`src/rtl/mdu_pkg.sv`:
```
// Shared opcode encodings, FSM state type and helpers for the iterative MDU.
// Opcodes match the ALU decoder; bit 4 set routes an op to this unit.
package mdu_pkg;

    localparam int XLEN = 32;

    localparam logic [4:0] OP_MUL    = 5'b10000;
    localparam logic [4:0] OP_MULH   = 5'b11000;
    localparam logic [4:0] OP_MULHU  = 5'b11001;
    localparam logic [4:0] OP_MULHSU = 5'b11010;
    localparam logic [4:0] OP_DIV    = 5'b10011;
    localparam logic [4:0] OP_DIVU   = 5'b10100;
    localparam logic [4:0] OP_REM    = 5'b10101;
    localparam logic [4:0] OP_REMU   = 5'b10111;

    typedef enum logic [1:0] {
        IDLE,
        CALC,
        FIX,
        DONE
    } mdu_state_t;

    function automatic logic is_mul(input logic [4:0] op);
        return op inside {OP_MUL, OP_MULH, OP_MULHU, OP_MULHSU};
    endfunction

    function automatic logic is_div(input logic [4:0] op);
        return op inside {OP_DIV, OP_DIVU, OP_REM, OP_REMU};
    endfunction

endpackage

```
`src/rtl/mdu_div_step.sv`:
```
// One restoring-division step: shift in a dividend bit, subtract if it fits.
// The partial remainder stays below the divisor, so its top bit is normally 0.
module mdu_div_step #(
    parameter int XLEN = 32
) (
    input  logic [XLEN:0]   prem,
    input  logic [XLEN-1:0] divisor,
    input  logic            dbit,
    output logic [XLEN:0]   prem_next,
    output logic            qbit
);

    logic [XLEN+1:0] shifted;
    logic [XLEN+1:0] diff;

    always_comb begin
        shifted   = {prem, dbit};
        diff      = shifted - {2'b00, divisor};
        qbit      = ~diff[XLEN+1];
        prem_next = qbit ? diff[XLEN:0] : shifted[XLEN:0];
    end

endmodule

```
`src/rtl/mdu_iterative.sv`:
```
// Multi-cycle RV32M multiply/divide unit: shift-add multiply, restoring divide,
// magnitudes iterate for 32 cycles and a FIX cycle applies the result sign.
module mdu_iterative #(
    parameter int XLEN         = 32,
    parameter bit FAST_SPECIAL = 1'b1
) (
    input  logic            clk,
    input  logic            rst_n,
    input  logic            req_valid,
    output logic            req_ready,
    input  logic [4:0]      req_op,
    input  logic [XLEN-1:0] req_in1,
    input  logic [XLEN-1:0] req_in2,
    output logic            resp_valid,
    input  logic            resp_ready,
    output logic [XLEN-1:0] resp_res,
    input  logic            flush,
    output logic            busy
);

    import mdu_pkg::*;

    mdu_state_t        state;
    logic [4:0]        cnt;
    logic [4:0]        op_q;
    logic [XLEN-1:0]   opa;
    logic [XLEN-1:0]   opb;
    logic [2*XLEN-1:0] acc;
    logic [XLEN:0]     prem;
    logic              neg;

    logic              s1, s2, in2_zero, ovf, fast_special;
    logic [XLEN-1:0]   mag1, mag2, a_ld, b_ld, special_res;
    logic              neg_ld;

    always_comb begin
        s1       = req_in1[XLEN-1];
        s2       = req_in2[XLEN-1];
        mag1     = s1 ? -req_in1 : req_in1;
        mag2     = s2 ? -req_in2 : req_in2;
        in2_zero = (req_in2 == '0);
        ovf      = (req_op inside {OP_DIV, OP_REM})
                && (req_in1 == {1'b1, {(XLEN-1){1'b0}}})
                && (&req_in2);
        a_ld     = req_in1;
        b_ld     = req_in2;
        neg_ld   = 1'b0;
        // Quotient sign is forced positive on /0 so the all-ones result survives FIX.
        case (req_op)
            OP_MULH: begin
                a_ld   = mag1;
                b_ld   = mag2;
                neg_ld = s1 ^ s2;
            end
            OP_MULHSU: begin
                a_ld   = mag1;
                neg_ld = s1;
            end
            OP_DIV: begin
                a_ld   = mag1;
                b_ld   = mag2;
                neg_ld = (s1 ^ s2) & ~in2_zero;
            end
            OP_REM: begin
                a_ld   = mag1;
                b_ld   = mag2;
                neg_ld = s1;
            end
            default: ;
        endcase
        if (in2_zero) begin
            special_res = (req_op inside {OP_REM, OP_REMU}) ? req_in1 : '1;
        end else begin
            special_res = (req_op == OP_REM) ? '0 : req_in1;
        end
        fast_special = FAST_SPECIAL && is_div(req_op) && (in2_zero || ovf);
    end

    logic [XLEN:0]     mul_sum;
    logic [2*XLEN-1:0] acc_next;

    always_comb begin
        mul_sum  = {1'b0, acc[2*XLEN-1:XLEN]} + (acc[0] ? {1'b0, opa} : '0);
        acc_next = {mul_sum, acc[XLEN-1:1]};
    end

    logic [XLEN:0] step_prem;
    logic          step_q;

    mdu_div_step #(
        .XLEN(XLEN)
    ) u_div_step (
        .prem     (prem),
        .divisor  (opb),
        .dbit     (opa[XLEN-1]),
        .prem_next(step_prem),
        .qbit     (step_q)
    );

    logic [2*XLEN-1:0] prod;
    logic [XLEN-1:0]   quo, rmd, fix_res;

    always_comb begin
        prod = neg ? -acc : acc;
        quo  = neg ? -opa : opa;
        rmd  = neg ? -prem[XLEN-1:0] : prem[XLEN-1:0];
        case (op_q)
            OP_MUL:                        fix_res = prod[XLEN-1:0];
            OP_MULH, OP_MULHU, OP_MULHSU:  fix_res = prod[2*XLEN-1:XLEN];
            OP_DIV, OP_DIVU:               fix_res = quo;
            OP_REM, OP_REMU:               fix_res = rmd;
            default:                       fix_res = '0;
        endcase
    end

    always_ff @(posedge clk or negedge rst_n) begin
        if (!rst_n) begin
            state      <= IDLE;
            cnt        <= '0;
            op_q       <= '0;
            opa        <= '0;
            opb        <= '0;
            acc        <= '0;
            prem       <= '0;
            neg        <= 1'b0;
            req_ready  <= 1'b1;
            resp_valid <= 1'b0;
            resp_res   <= '0;
            busy       <= 1'b0;
        end else if (flush) begin
            state      <= IDLE;
            req_ready  <= 1'b1;
            resp_valid <= 1'b0;
            busy       <= 1'b0;
        end else begin
            case (state)
                IDLE: begin
                    if (req_valid && req_ready) begin
                        op_q      <= req_op;
                        opa       <= a_ld;
                        opb       <= b_ld;
                        neg       <= neg_ld;
                        cnt       <= 5'd31;
                        acc       <= {{XLEN{1'b0}}, b_ld};
                        prem      <= '0;
                        req_ready <= 1'b0;
                        busy      <= 1'b1;
                        if (fast_special) begin
                            state      <= DONE;
                            resp_res   <= special_res;
                            resp_valid <= 1'b1;
                        end else if (!(is_mul(req_op) || is_div(req_op))) begin
                            state      <= DONE;
                            resp_res   <= '0;
                            resp_valid <= 1'b1;
                        end else begin
                            state <= CALC;
                        end
                    end
                end
                CALC: begin
                    cnt <= cnt - 5'd1;
                    if (is_mul(op_q)) begin
                        acc <= acc_next;
                    end else begin
                        prem <= step_prem;
                        opa  <= {opa[XLEN-2:0], step_q};
                    end
                    if (cnt == 5'd0) begin
                        state <= FIX;
                    end
                end
                FIX: begin
                    resp_res   <= fix_res;
                    resp_valid <= 1'b1;
                    state      <= DONE;
                end
                DONE: begin
                    if (resp_ready) begin
                        state      <= IDLE;
                        resp_valid <= 1'b0;
                        req_ready  <= 1'b1;
                        busy       <= 1'b0;
                    end
                end
                default: state <= IDLE;
            endcase
        end
    end

endmodule
```
`config.mk`:
```
export PLATFORM = sky130hd
export DESIGN_NAME = mdu_iterative
export DESIGN_NICKNAME = d
export VERILOG_FILES = /design/src/rtl/mdu_pkg.sv /design/src/rtl/mdu_div_step.sv /design/src/rtl/mdu_iterative.sv
export SDC_FILE = /design/constraint.sdc
export NUM_CORES = 1
export LEC_CHECK = 0
export BUFFER_PORTS_ARGS = -buffer_cell sky130_fd_sc_hd__clkbuf_2
export CAP_MARGIN = 20
export CORE_MARGIN = 1
export CORE_UTILIZATION = 45
export CTS_CLUSTER_DIAMETER = 60
export DETAILED_ROUTE_END_ITERATION = 7
export MAX_ROUTING_LAYER = met4
export PLACE_DENSITY = 0.65
export SYNTH_ARGS = -nofsm -noshare
export SYNTH_HDL_FRONTEND = slang
export SYNTH_SLANG_ARGS = --single-unit
```
`constraint.sdc`:
```
create_clock -name clk -period 4.3 [get_ports clk]
set_clock_uncertainty 0.05 [all_clocks]
set_input_delay 0.86 -clock clk [delete_from_list [all_inputs] [get_ports clk]]
set_output_delay 0.86 -clock clk [all_outputs]
set_load 0.01 [all_outputs]
```
==> metrics.txt, run 1 <==
# TYPE chip_impl_metric gauge
chip_impl_metric{name="netlist_area",unit="sq mm"} 0.0173
chip_impl_metric{name="cts_hold_buffers",unit=""} 0
chip_impl_metric{name="setup_viols_final",unit=""} 0
chip_impl_info{name="kind_of_critical_path",value="flop to flop"} 1
chip_impl_metric{name="timing.critical_path.fanout_max",unit=""} 6
chip_impl_metric{name="global_route.usage.met3",unit="%"} 2.84
chip_impl_metric{name="layout.cells.non_filler",unit=""} 2782
chip_impl_metric{name="routed_wire_length_per_instance",unit="um"} 20.5
chip_impl_info{name="worst_path_max_delay_cell",value="or4_1"} 1
chip_impl_metric{name="worst_slew_margin_rel",unit="%"} 31.6
chip_impl_metric{name="antenna_found_initial",unit=""} 0
chip_impl_metric{name="met2_usage_grt",unit="%"} 46.1
chip_impl_metric{name="worstMarginPinSlew",unit="ns"} 1.03
chip_impl_metric{name="seq_area_frac_synth",unit="%"} 30.3
chip_impl_info{name="hold_path.class",value="input pin to async pin"} 1
chip_impl_metric{name="layout.core_utilization",unit="%"} 51.6
chip_impl_metric{name="netSwitchingFraction",unit="%"} 47.7
chip_impl_metric{name="report.final.slew_viol_count",unit=""} 0
chip_impl_info{name="rsz0062_at_grt",value="no"} 1
chip_impl_metric{name="post_synth_edffs",unit=""} 0
chip_impl_metric{name="remaining_drc_errors",unit=""} 0
chip_impl_metric{name="post_cts_resize_count",unit=""} 0
chip_impl_info{name="worstReg2RegStart",value="acc[4]"} 1
chip_impl_metric{name="core_box_area",unit="sq mm"} 0.0377
chip_impl_metric{name="max_cap_violations",unit=""} 0
chip_impl_info{name="worstReg2RegEnd",value="resp_res[30]"} 1
chip_impl_metric{name="fillerInstances",unit=""} 3702
chip_impl_metric{name="clkPwrFrac",unit="%"} 18.3
chip_impl_info{name="critPathTopFamily",value="simple AND/OR/NAND/NOR gates"} 1
chip_impl_metric{name="post_drt_via_cell_ratio",unit=""} 6.11
chip_impl_metric{name="register_to_register_path_setup_slack",unit="ns"} 0.37
chip_impl_metric{name="required",unit="ns"} 4.69
chip_impl_metric{name="globalRouteMet1Util",unit="%"} 41.8
chip_impl_info{name="critical_path_cell_list",value="or4_1 -> or4_4 -> nor4_1 -> buf_4 -> nand3_1 -> o41ai_1 -> xor2_1 -> nor2_1 -> a211oi_1 -> o21ai_1"} 1
chip_impl_metric{name="top_level_ports",unit=""} 109
chip_impl_metric{name="leakage",unit="nW"} 8.23
chip_impl_metric{name="pwr-share-seq",unit="%"} 27.3
chip_impl_metric{name="wire_length_of_the_first_global_routing_pass",unit="um"} 89400
chip_impl_metric{name="die_area",unit="sq mm"} 0.0391
chip_impl_metric{name="dp_cell_count",unit=""} 2729
chip_impl_metric{name="worst_ir_drop_vdd",unit="V"} 0.000438
chip_impl_metric{name="netlist.area_leader.share",unit="%"} 30.2
chip_impl_metric{name="die-height",unit="um"} 198
chip_impl_metric{name="grtUsageTotal",unit="%"} 30.2
chip_impl_metric{name="initial_util",unit="%"} 45.8
chip_impl_metric{name="final-hold-violation-count",unit=""} 0
chip_impl_info{name="status",value="finished clean"} 1
chip_impl_info{name="cts_tree",value="done"} 1
chip_impl_metric{name="power.density",unit="mW/mm^2"} 674
chip_impl_info{name="synthFlopType",value="dfrtp_1"} 1
chip_impl_metric{name="fin_setup_tns",unit="ns"} 0
chip_impl_metric{name="fin_crit",unit="ns"} 3.93
chip_impl_metric{name="io_buffer_count",unit=""} 108
chip_impl_metric{name="period_utilisation_layout",unit="%"} 91.5
chip_impl_metric{name="insertedDiodeCount",unit=""} 0
chip_impl_metric{name="internal_power",unit="mW"} 6.84
chip_impl_metric{name="drt_first_iter_violations",unit=""} 1542
chip_impl_metric{name="grt_start_max_net_pins",unit=""} 113
chip_impl_metric{name="layout-drive-gt1-share",unit="%"} 11.3
chip_impl_metric{name="clkLatencyLatePin",unit="ns"} 0.58
chip_impl_metric{name="cts_made_buffers",unit=""} 29
chip_impl_metric{name="total_switching_power",unit="mW"} 6.25
chip_impl_metric{name="cts-htree-levels",unit=""} 1
chip_impl_metric{name="avgSynthCellArea",unit="sq um"} 7.93
chip_impl_metric{name="synth-seq-cells",unit=""} 209
chip_impl_metric{name="detailedPlacementHpwl",unit="um"} 43100
chip_impl_metric{name="worst_r2r_path_depth",unit=""} 10
chip_impl_metric{name="cts_max_path_buffers",unit=""} 3
chip_impl_metric{name="worst_ep_arrival_time",unit="ns"} 4.33
chip_impl_metric{name="asyncSetResetFlopFracSynth",unit="%"} 100
chip_impl_metric{name="totalWireLength",unit="um"} 57100
chip_impl_metric{name="overall_via_count_from_detail_route",unit=""} 17003
chip_impl_metric{name="numClockSinks",unit=""} 209
chip_impl_metric{name="antenna_left",unit=""} 0
chip_impl_metric{name="synth_warnings",unit=""} 0
chip_impl_metric{name="grt_overflow_total",unit=""} 0
chip_impl_metric{name="die_x",unit="um"} 198
chip_impl_metric{name="post_synth_inst_count",unit=""} 2174
chip_impl_metric{name="comb_power_share",unit="%"} 54.4
chip_impl_info{name="root_buffer",value="clkbuf_16"} 1
chip_impl_info{name="setup.worst_path.end_class",value="flop"} 1
chip_impl_metric{name="cts_setup_buffers",unit=""} 0
chip_impl_info{name="synth_largest_area_cell",value="dfrtp_1"} 1
chip_impl_metric{name="gpl.final_weighted_congestion",unit=""} 0.978
chip_impl_metric{name="grt_pass1_vias",unit=""} 15763
chip_impl_metric{name="syn-num-nets",unit=""} 2326
chip_impl_metric{name="synth.distinct_cells",unit=""} 73
chip_impl_metric{name="cts.reportedPaths.clkPinSlew",unit="ns"} 0.06
chip_impl_metric{name="critical-path-max-stage-delay",unit="ns"} 0.62
chip_impl_metric{name="number_of_buffers_and_inverters_on_the_critical_path",unit=""} 1
chip_impl_info{name="netlist_top_cells_area",value="dfrtp_1, o21ai_0, xor2_1"} 1
chip_impl_metric{name="final_nets",unit=""} 2401
chip_impl_metric{name="area_growth",unit="%"} 12.7
chip_impl_info{name="startpoint_type",value="flop"} 1
chip_impl_metric{name="drt_pass1_iterations",unit=""} 5
chip_impl_info{name="grt_busiest_layer",value="met2"} 1
chip_impl_metric{name="max_freq",unit="GHz"} 0.254
chip_impl_metric{name="floorplan_row_count",unit=""} 71
==> cell families after synthesis <==
logic type	Yosys count	synth area share [%]
fa+ha+maj	78	5.74
flops	209	30.3
compound gates	734	26.4
buf+inv	183	4.03
mux	33	1.93
xor+xnor	230	11.7
simple gates	707	19.9
==> registers in the layout (all words and copies together) (netlist names) <==
| register | flops |
|---|---|
| acc | 64 |
| prem | 33 |
| opa | 32 |
| opb | 32 |
| resp_res | 32 |
| cnt | 5 |
| op_q | 5 |
| state | 2 |
| busy | 1 |
| neg | 1 |
| req_ready | 1 |
| resp_valid | 1 |
==> final cells by class <==
| class | count | area (sq um) | share of cell area, % |
|---|---|---|---|
| Sequential cell | 209 | 5240 | 26.9 |
| Clock buffer | 37 | 786 | 4.04 |
| Timing Repair Buffer | 157 | 981 | 5.05 |
| Tap cell | 511 | 639 | 3.29 |
| Clock inverter | 16 | 160 | 0.824 |
| Inverter | 70 | 263 | 1.35 |
| Multi-Input combinational cell | 1782 | 11400 | 58.5 |
==> cell usage in the layout, fill, tap and decap left out, types with 7 or more instances in the layout <==
master,instances
o21ai_0,285
nand2_1,241
dfrtp_1,207
nor2_1,155
a21oi_1,148
xor2_1,144
clkbuf_2,107
xnor2_1,85
ha_1,75
inv_1,70
nor3_1,58
o31ai_1,53
buf_4,44
and2_1,34
a22oi_1,34
nand3_1,33
or3_1,33
a21o_1,32
mux2i_1,31
o22ai_1,29
clkbuf_16,29
or4_1,26
o41ai_1,26
nand4_1,22
nand2b_1,21
or2_2,17
nor4_1,15
a211oi_1,15
and3_1,12
o21a_1,11
o21bai_1,11
a31oi_1,9
nor2b_1,8
o221a_2,8
o211ai_1,8
a221oi_1,7
clkinv_2,7
==> cell usage after synthesis (all sizes together) (16+ instances only) <==
master / n
a211oi: 16
a21o: 32
a21oi: 148
a22oi: 34
and2: 34
clkbuf: 100
dfrtp: 208
ha: 76
inv: 70
mux2i: 31
nand2: 243
nand2b: 21
nand3: 33
nand4: 22
nor2: 156
nor3: 58
o21ai: 288
o22ai: 29
o31ai: 54
o41ai: 28
or2: 18
or3: 34
or4: 32
xnor2: 85
xor2: 145
==> power groups by stage <==
stage | Clock [mW] | Sequential (mW) | Combinational [mW]
6_report | 2.40 | 3.58 | 7.13
5_1_grt | 2.51 | 3.67 | 7.94
4_1_cts | 2.44 | 3.54 | 7.07
3_5_place_dp | 0 | 3.57 | 7.03
3_3_place_gp | 0 | 3.53 | 6.92
2_1_floorplan | 0 | 3.19 | 5.35
==> how the worst max path moves through the flow <==
stage,from,endpoint,cells after the start
after floorplan,req_in2[26],resp_res[21],9
after global placement,req_in2[26],resp_res[23],11
after detailed placement,req_in2[26],resp_res[21],11
after CTS,acc[4],resp_res[30],10
after global routing,acc[4],resp_res[30],10
final,acc[4],resp_res[30],10
==> through the flow <==
| stage | total power [mW] | cell area, sq um | setup slack (ns) | hold WS, ns |
|---|---|---|---|---|
| after global routing | 14.1 | 19400 | 0.191 | 0.375 |
| after global placement | 10.5 | 18500 | 0.142 | 0.413 |
| after floorplan | 8.53 | 17300 | 0.578 | 0.400 |
| after detailed placement | 10.6 | 18500 | 0.0719 | 0.420 |
| after CTS | 13.0 | 19400 | 0.448 | 0.352 |
| final | 13.1 | 19400 | 0.366 | 0.297 |
==> per-layer routing <==
| metal | share of wire [%] | routed length, um |
|---|---|---|
| met3 | 7.1 | 4080 |
| met5 | 0 | 0 |
| met4 | 3.5 | 2000 |
| met1 | 45 | 25700 |
| met2 | 44 | 25300 |
Power figures use the tool's default switching activity.
==> inputs of run 2 (changes only) <==
- ABC_AREA: not set -> 1
- clock period: 4.3 -> 3.9 ns (I/O delays scaled with it)
==> run 2 against run 1 <==
Routed wire length is 43% higher. Sequential power rose by 12%. Critical endpoint is now acc[57]. Largest power group unchanged. Power is 39% higher. Cell count grew 51%. Clock power rose by 38%. Fmax is 29% higher. Hold slack worse by 0.14 ns. Synthesized cell count rose by 61%. Area after synthesis grew 22%. Core utilization shrank 0.92 points. Critical path depth increased by 5.
==> metrics.txt, run 2 <==
# TYPE chip_impl_metric gauge
chip_impl_metric{name="routed_wire_length_per_instance",unit="um"} 19.5
chip_impl_metric{name="post_cts_resize_count",unit=""} 0
chip_impl_metric{name="synth_warnings",unit=""} 0
chip_impl_info{name="layout.cells.most_common_list",value="nand2_1, nor2_1, inv_1"} 1
chip_impl_metric{name="fin_setup_tns",unit="ns"} 0
chip_impl_metric{name="post_drt_via_cell_ratio",unit=""} 5.69
chip_impl_metric{name="cts_made_buffers",unit=""} 34
chip_impl_metric{name="required",unit="ns"} 4.25
chip_impl_metric{name="post-route-worst-setup-slack",unit="ns"} 0.853
chip_impl_metric{name="drt_pass1_iterations",unit=""} 6
chip_impl_metric{name="gpl.final_weighted_congestion",unit=""} 1.09
chip_impl_info{name="register_name_with_the_most_flops",value="acc"} 1
chip_impl_info{name="kind_of_critical_path",value="flop to flop"} 1
chip_impl_metric{name="grt_pass1_vias",unit=""} 22055
chip_impl_metric{name="antenna_left",unit=""} 0
chip_impl_metric{name="setup_viols_final",unit=""} 0
chip_impl_metric{name="io_buffer_count",unit=""} 108
chip_impl_metric{name="grt_start_max_net_pins",unit=""} 91
chip_impl_info{name="startpoint_type",value="flop"} 1
chip_impl_metric{name="pwr-share-seq",unit="%"} 22.0
chip_impl_metric{name="internal_power",unit="mW"} 8.39
chip_impl_metric{name="seq_area_frac_synth",unit="%"} 25.0
chip_impl_metric{name="overall_via_count_from_detail_route",unit=""} 23873
chip_impl_info{name="synth.most_common_cell",value="nand2_1"} 1
chip_impl_metric{name="floorplan_row_count",unit=""} 78
chip_impl_metric{name="max_cap_violations",unit=""} 0
chip_impl_info{name="rsz0062_at_grt",value="no"} 1
chip_impl_info{name="netlist_top_cells_area",value="dfrtp_1, nand2_1, nand3_1"} 1
chip_impl_metric{name="cts_hold_buffers",unit=""} 0
chip_impl_metric{name="syn-num-nets",unit=""} 3657
chip_impl_metric{name="die_area",unit="sq mm"} 0.0475
chip_impl_metric{name="worstMarginPinSlew",unit="ns"} 1.01
chip_impl_metric{name="initial_util",unit="%"} 45.9
chip_impl_metric{name="comb_power_share",unit="%"} 60.0
chip_impl_metric{name="totalWireLength",unit="um"} 81700
chip_impl_metric{name="fin_crit",unit="ns"} 3.05
chip_impl_metric{name="avgSynthCellArea",unit="sq um"} 5.98
chip_impl_metric{name="die_x",unit="um"} 218
chip_impl_metric{name="max_freq",unit="GHz"} 0.328
chip_impl_metric{name="cts.reportedPaths.clkPinSlew",unit="ns"} 0.06
chip_impl_metric{name="flip_flop_count_of_the_largest_register_all_copies_and_words_added",unit=""} 64
chip_impl_metric{name="layout.core_utilization",unit="%"} 50.7
chip_impl_info{name="hold_path.class",value="input pin to async pin"} 1
chip_impl_metric{name="power.density",unit="mW/mm^2"} 787
chip_impl_metric{name="clkPwrFrac",unit="%"} 18.1
chip_impl_metric{name="numClockSinks",unit=""} 209
chip_impl_info{name="synthFlopType",value="dfrtp_1"} 1
chip_impl_metric{name="grt_overflow_total",unit=""} 0
chip_impl_metric{name="total_switching_power",unit="mW"} 9.83
chip_impl_metric{name="leakage",unit="nW"} 12.2
chip_impl_metric{name="report.final.slew_viol_count",unit=""} 0
chip_impl_metric{name="cts_setup_buffers",unit=""} 0
chip_impl_metric{name="timing.hold.ws",unit="ns"} 0.152
chip_impl_metric{name="timing.critical_path.fanout_max",unit=""} 31
chip_impl_metric{name="final_nets",unit=""} 3721
chip_impl_info{name="final_common_cell",value="nand2_1"} 1
chip_impl_metric{name="layout-drive-gt1-share",unit="%"} 8.57
chip_impl_metric{name="antenna_found_initial",unit=""} 0
chip_impl_metric{name="worst_ep_arrival_time",unit="ns"} 3.40
chip_impl_info{name="synth_cell_count_leaders",value="nand2_1, nor2_1, inv_1"} 1
chip_impl_metric{name="area_growth",unit="%"} 10.4
chip_impl_metric{name="period_utilisation_layout",unit="%"} 78.1
chip_impl_metric{name="drt_first_iter_violations",unit=""} 2818
chip_impl_info{name="top_registers",value="acc (64), prem (33)"} 1
chip_impl_metric{name="cts_max_path_buffers",unit=""} 3
chip_impl_metric{name="insertedDiodeCount",unit=""} 0
chip_impl_info{name="status",value="finished clean"} 1
chip_impl_metric{name="dp_cell_count",unit=""} 4133
chip_impl_metric{name="remaining_drc_errors",unit=""} 0
chip_impl_metric{name="dp_slack",unit="ns"} 0.691
chip_impl_metric{name="asyncSetResetFlopFracSynth",unit="%"} 100
chip_impl_metric{name="post_synth_inst_count",unit=""} 3505
chip_impl_metric{name="top_level_ports",unit=""} 109
chip_impl_metric{name="worst_slew_margin_rel",unit="%"} 32.7
chip_impl_metric{name="layout.cells.non_filler",unit=""} 4194
chip_impl_metric{name="wire_length_of_the_first_global_routing_pass",unit="um"} 127000
chip_impl_metric{name="core_box_area",unit="sq mm"} 0.0457
chip_impl_metric{name="netlist_area",unit="sq mm"} 0.0210
chip_impl_info{name="root_buffer",value="clkbuf_16"} 1
chip_impl_metric{name="netlist.area_leader.share",unit="%"} 24.8
chip_impl_metric{name="final-hold-violation-count",unit=""} 0
chip_impl_metric{name="detailedPlacementHpwl",unit="um"} 65500
chip_impl_metric{name="clkLatencyLatePin",unit="ns"} 0.55
chip_impl_metric{name="cts-htree-levels",unit=""} 2
chip_impl_metric{name="synth-seq-cells",unit=""} 209
chip_impl_metric{name="die-height",unit="um"} 218
chip_impl_metric{name="synth.distinct_cells",unit=""} 55
chip_impl_metric{name="worst_ir_drop_vdd",unit="V"} 0.000409
chip_impl_info{name="cts_tree",value="done"} 1
chip_impl_info{name="synth_largest_area_cell",value="dfrtp_1"} 1
chip_impl_metric{name="post_synth_edffs",unit=""} 0
chip_impl_info{name="setup.worst_path.end_class",value="flop"} 1
chip_impl_metric{name="grtUsageTotal",unit="%"} 35.7
chip_impl_metric{name="netSwitchingFraction",unit="%"} 54.0
## run 2: cell count changes in the layout (fill, tap and decap cells not counted), moves of 30 or more
cell,previous run,this run
o21ai_1,2,32
xor2_1,144,36
nor2_2,1,33
xnor2_1,85,27
or3_1,33,0
o31ai_1,53,8
a21oi_1,148,217
nand3_1,33,353
inv_1,70,366
o21ai_0,285,249
mux2i_1,31,0
nor2_1,155,448
nand2_1,241,1032
## run 2: logic make-up after synthesis
logic type / after synthesis / share of synthesized area [%]
AO/OA/AOI/OAI: 629 / 16.7
flip-flops: 209 / 25.0
buffers and inverters: 499 / 9.92
adder cells (fa/ha/maj): 78 / 4.73
AND/OR/NAND/NOR: 2027 / 41.1
XOR/XNOR: 63 / 2.63
## run 2: layer usage
| metal | vias to the layer above | global-route usage (%) | part of all wire [%] |
|---|---|---|---|
| li1 | 11611 | - | - |
| met3 | 189 | 4.97 | 8.8 |
| met5 | - | - | 0 |
| met4 | 0 | 15.3 | 4.5 |
| met1 | 10960 | 50.8 | 46 |
| met2 | 1113 | 50.1 | 41 |
## run 2: cell type report
class	count	area (sq um)
multi-input combinational	2797	13700
sequential	209	5240
timing repair buffer	140	828
fill	4857	22500
tap	600	751
clock inverter	19	278
inverter	387	1460
clock buffer	42	922
## run 2: power groups by stage
| stage | logic (mW) | registers [mW] | clock network (mW) |
|---|---|---|---|
| finish | 10.9 | 4.00 | 3.30 |
| global route | 12.2 | 4.06 | 3.40 |
| CTS | 10.7 | 3.94 | 3.32 |
| detailed placement | 10.6 | 3.97 | 0 |
| global placement | 10.6 | 3.98 | 0 |
| floorplan | 7.85 | 3.59 | 0 |
## run 2: worst paths after layout
| check | to | slack [ns] | cells past startpoint | start |
|---|---|---|---|---|
| worst max register to register | acc[57] | 0.85 | 15 | acc[0] |
| max in group asynchronous | prem[26] | 2.68 | 2 | rst_n |
| worst min-delay path | opb[2] | 0.15 | 1 | rst_n |
| min in group clk | resp_res[15] | 0.43 | 2 | resp_res[15] |
| worst min register to register | resp_res[15] | 0.43 | 2 | resp_res[15] |
| worst max-delay path | acc[57] | 0.85 | 15 | acc[0] |
## run 2: critical path: stages (launching register included)
cell and delay (ns):
dfrtp_1 0.40, buf_4 0.34, nand2_1 0.20, fa_1 0.47
o21ai_0 0.42, nand2_1 0.10, nand2_1 0.14, nand3_1 0.08
nand2_1 0.11, nand2_1 0.06, nand2_1 0.19, nand2_1 0.08
nand2_1 0.08, nand2_1 0.05, nand2_1 0.05, o21ai_0 0.07
## run 2: stage by stage
| step | area, sq um | total power, mW |
|---|---|---|
| 6_report | 23100 | 18.2 |
| 5_1_grt | 23100 | 19.7 |
| 4_1_cts | 23100 | 17.9 |
| 3_5_place_dp | 21900 | 14.6 |
| 3_3_place_gp | 21900 | 14.5 |
| 2_1_floorplan | 21000 | 11.4 |
==> inputs of run 3 (changes only) <==
- PLACE_DENSITY: 0.65 -> 0.67
- clock period: 3.9 -> 2.7 ns (I/O delays scaled with it)
==> run 3 against run 2 <==
Combinational power rose by 57%. Critical path depth decreased by 3. Count of clock-buffer cells in the layout increased by 1. Core utilization rose by 2.4 points. Cell count grew 2.8%. Global-route usage up 0.78 points. Via count rose by 1.8%. Clock power up 42%. Worst setup slack got worse by 0.74 ns. Die area unchanged. Largest cell class unchanged. Highest routed layer unchanged.
==> metrics.txt, run 3 (synthesis gave the netlist of run 2 again) <==
# TYPE chip_impl_metric gauge
chip_impl_info{name="terminating_pin_of_the_worst_hold_path",value="op_q[3]"} 1
chip_impl_metric{name="cts_made_buffers",unit=""} 35
chip_impl_metric{name="flip_flop_count_of_the_largest_register_all_copies_and_words_added",unit=""} 64
chip_impl_metric{name="grt_start_max_net_pins",unit=""} 62
chip_impl_metric{name="internal_power",unit="mW"} 12.8
chip_impl_metric{name="final_nets",unit=""} 3836
chip_impl_metric{name="report.final.slew_viol_count",unit=""} 0
chip_impl_metric{name="grtUsageTotal",unit="%"} 36.5
chip_impl_metric{name="total_switching_power",unit="mW"} 14.7
chip_impl_metric{name="cts_max_path_buffers",unit=""} 3
chip_impl_info{name="hold_path.class",value="input pin to flop"} 1
chip_impl_info{name="status",value="finished clean"} 1
chip_impl_info{name="setup.worst_path.end_class",value="flop"} 1
chip_impl_metric{name="antenna_found_initial",unit=""} 2
chip_impl_metric{name="period_utilisation_layout",unit="%"} 95.9
chip_impl_metric{name="totalWireLength",unit="um"} 84500
chip_impl_metric{name="die-height",unit="um"} 218
chip_impl_metric{name="number_of_buffers_and_inverters_on_the_critical_path",unit=""} 2
chip_impl_metric{name="netSwitchingFraction",unit="%"} 53.5
chip_impl_metric{name="die_area",unit="sq mm"} 0.0475
chip_impl_metric{name="top_level_ports",unit=""} 109
chip_impl_metric{name="pwr-share-seq",unit="%"} 20.8
chip_impl_metric{name="comb_power_share",unit="%"} 62.1
chip_impl_info{name="register_name_with_the_most_flops",value="acc"} 1
chip_impl_info{name="root_buffer",value="clkbuf_16"} 1
chip_impl_metric{name="clkPwrFrac",unit="%"} 17.1
chip_impl_metric{name="core_box_area",unit="sq mm"} 0.0457
chip_impl_metric{name="layout-drive-gt1-share",unit="%"} 12.5
chip_impl_metric{name="timing.critical_path.fanout_max",unit=""} 31
chip_impl_metric{name="fin_crit",unit="ns"} 2.59
chip_impl_metric{name="area_growth",unit="%"} 15.7
chip_impl_metric{name="leakage",unit="nW"} 12.8
chip_impl_metric{name="routed_wire_length_per_instance",unit="um"} 19.6
chip_impl_metric{name="setup_viols_final",unit=""} 0
chip_impl_info{name="critPathTopFamily",value="compound AO/OA/AOI/OAI gates"} 1
chip_impl_metric{name="power.density",unit="mW/mm^2"} 1130
chip_impl_metric{name="postPlaceCellArea",unit="sq mm"} 0.0229
chip_impl_info{name="top_registers",value="acc (64), prem (33)"} 1
chip_impl_metric{name="timing.hold.ws",unit="ns"} 0.204
chip_impl_metric{name="grt_pass1_vias",unit=""} 21801
chip_impl_metric{name="worst_ir_drop_vdd",unit="V"} 0.000586
chip_impl_metric{name="die_x",unit="um"} 218
chip_impl_info{name="worstReg2RegEnd",value="acc[54]"} 1
chip_impl_metric{name="fillerInstances",unit=""} 4855
chip_impl_metric{name="io_buffer_count",unit=""} 108
chip_impl_metric{name="floorplan_row_count",unit=""} 78
chip_impl_info{name="cts_tree",value="done"} 1
chip_impl_metric{name="worst_r2r_path_depth",unit=""} 12
chip_impl_metric{name="cts-htree-levels",unit=""} 2
chip_impl_info{name="final_common_cell",value="nand2_1"} 1
chip_impl_info{name="worstReg2RegStart",value="acc[0]"} 1
chip_impl_metric{name="wire_length_of_the_first_global_routing_pass",unit="um"} 129000
chip_impl_info{name="worst_path_max_delay_cell",value="dfrtp_1"} 1
chip_impl_metric{name="design_area",unit="sq mm"} 0.0242
chip_impl_metric{name="final-hold-violation-count",unit=""} 0
chip_impl_info{name="layout.cells.most_common_list",value="nand2_1, nor2_1, inv_1"} 1
chip_impl_metric{name="max_cap_violations",unit=""} 0
chip_impl_metric{name="detailedPlacementHpwl",unit="um"} 68000
chip_impl_info{name="kind_of_critical_path",value="flop to flop"} 1
chip_impl_metric{name="remaining_drc_errors",unit=""} 0
chip_impl_metric{name="drt_pass1_iterations",unit=""} 8
chip_impl_metric{name="number_of_cells_on_the_worst_hold_path",unit=""} 3
chip_impl_metric{name="cts.reportedPaths.clkPinSlew",unit="ns"} 0.06
chip_impl_metric{name="gpl.final_weighted_congestion",unit=""} 1.02
chip_impl_metric{name="antenna_left",unit=""} 0
chip_impl_metric{name="grt_overflow_total",unit=""} 0
chip_impl_metric{name="register_to_register_path_setup_slack",unit="ns"} 0.11
chip_impl_metric{name="worst_slew_margin_rel",unit="%"} 48.3
chip_impl_metric{name="max_freq",unit="GHz"} 0.386
chip_impl_metric{name="numClockSinks",unit=""} 209
chip_impl_metric{name="post_drt_via_cell_ratio",unit=""} 5.64
chip_impl_metric{name="required",unit="ns"} 3.07
chip_impl_info{name="startpoint_type",value="flop"} 1
chip_impl_metric{name="overall_via_count_from_detail_route",unit=""} 24301
chip_impl_info{name="critical_path_cell_list",value="buf_12 -> nand2_1 -> inv_1 -> ha_1 -> a21o_1 -> a21oi_1 -> nand2_2 -> nand3_1 -> nand2_1 -> a21o_1 -> o21ai_0 -> o21ai_0"} 1
chip_impl_info{name="hold_start",value="req_op[3]"} 1
chip_impl_metric{name="clkLatencyLatePin",unit="ns"} 0.57
chip_impl_metric{name="worstMarginPinSlew",unit="ns"} 0.775
chip_impl_metric{name="worst_ep_arrival_time",unit="ns"} 2.96
chip_impl_metric{name="critical-path-max-stage-delay",unit="ns"} 0.43
chip_impl_metric{name="initial_util",unit="%"} 45.9
chip_impl_metric{name="drt_first_iter_violations",unit=""} 2560
chip_impl_info{name="rsz0062_at_grt",value="no"} 1
run 3: changes by cell type in the layout (fill, tap and decap cells not counted), moves of 5 or more:
| cell | change |
|---|---|
| a21oi_1 | -8 |
| a21oi_2 | +8 |
| buf_12 | +6 |
| buf_4 | +107 |
| nand2_1 | -8 |
| nand2_2 | +8 |
| nor2_1 | -9 |
| nor2_2 | +7 |
| o21ai_0 | -7 |
| o21ai_1 | +5 |
run 3: cell type report:
class / count / area (sq um) / area share (%)
multi-input combinational: 2797 / 13800 / 57.0
sequential: 209 / 5240 / 21.6
timing repair buffer: 254 / 1760 / 7.27
inverter: 387 / 1460 / 6.02
clock buffer: 43 / 936 / 3.86
tap: 600 / 751 / 3.10
clock inverter: 20 / 273 / 1.12
antenna: 1 / 2.50 / 0.0103
run 3: worst max-delay path by stage:
stage               depth (start not counted)        start  slack [ns]      endpoint
floorplan                                  15       acc[0]        0.07       acc[51]
global placement                           12  req_in1[28]      -0.004  resp_res[28]
detailed placement                         14       acc[0]       -0.02  resp_res[12]
CTS                                        17       acc[0]        0.03       acc[57]
global route                               13      prem[8]       0.002      prem[23]
finish                                     12       acc[0]        0.11       acc[54]
run 3: worst reg2reg max path, cell delays in order, from the launching register on:
cell	delay, ns
dfrtp_1	0.43
buf_12	0.22
nand2_1	0.09
inv_1	0.15
ha_1	0.31
a21o_1	0.22
a21oi_1	0.16
nand2_2	0.11
nand3_1	0.08
nand2_1	0.13
a21o_1	0.23
o21ai_0	0.16
o21ai_0	0.10
run 3: power by group through the flow:
stage	clock network [mW]	registers (mW)	logic [mW]
global route	4.87	5.81	18.9
floorplan	0	5.18	11.3
global placement	0	5.66	16.4
detailed placement	0	5.65	16.4
finish	4.70	5.72	17.1
CTS	4.74	5.62	16.5
run 3: stage by stage:
stage | utilization, % | total power [mW] | worst slack, ns | TNS (ns) | instances
after floorplan | - | 16.5 | 0.0737 | 0 | 3505
after global placement | 50.0 | 22.0 | -0.00363 | -0.00363 | 4245
after detailed placement | 50.0 | 22.0 | -0.0157 | -0.0157 | 4245
after CTS | 52.7 | 26.8 | 0.0271 | 0 | 4309
after global routing | 53.1 | 29.6 | 0.00168 | 0 | 4311
final | 53.1 | 27.5 | 0.111 | 0 | 4311
run 3: metal layers:
metal | wire [um] | track usage, % | part of all wire, %
met3 | 7620 | 5.08 | 9.0
met5 | 0 | - | 0
met1 | 38700 | 52.6 | 46
met2 | 35300 | 51.9 | 42
met4 | 2900 | 12.1 | 3.4
run 3: timing repair:
action	4_1_cts	5_1_grt
setup buffers	0	1
endpoints found under the setup margin	1	76
endpoints found under the hold margin	51	0
gates resized for setup	1	49
hold buffers	1	0
pin swaps	0	4
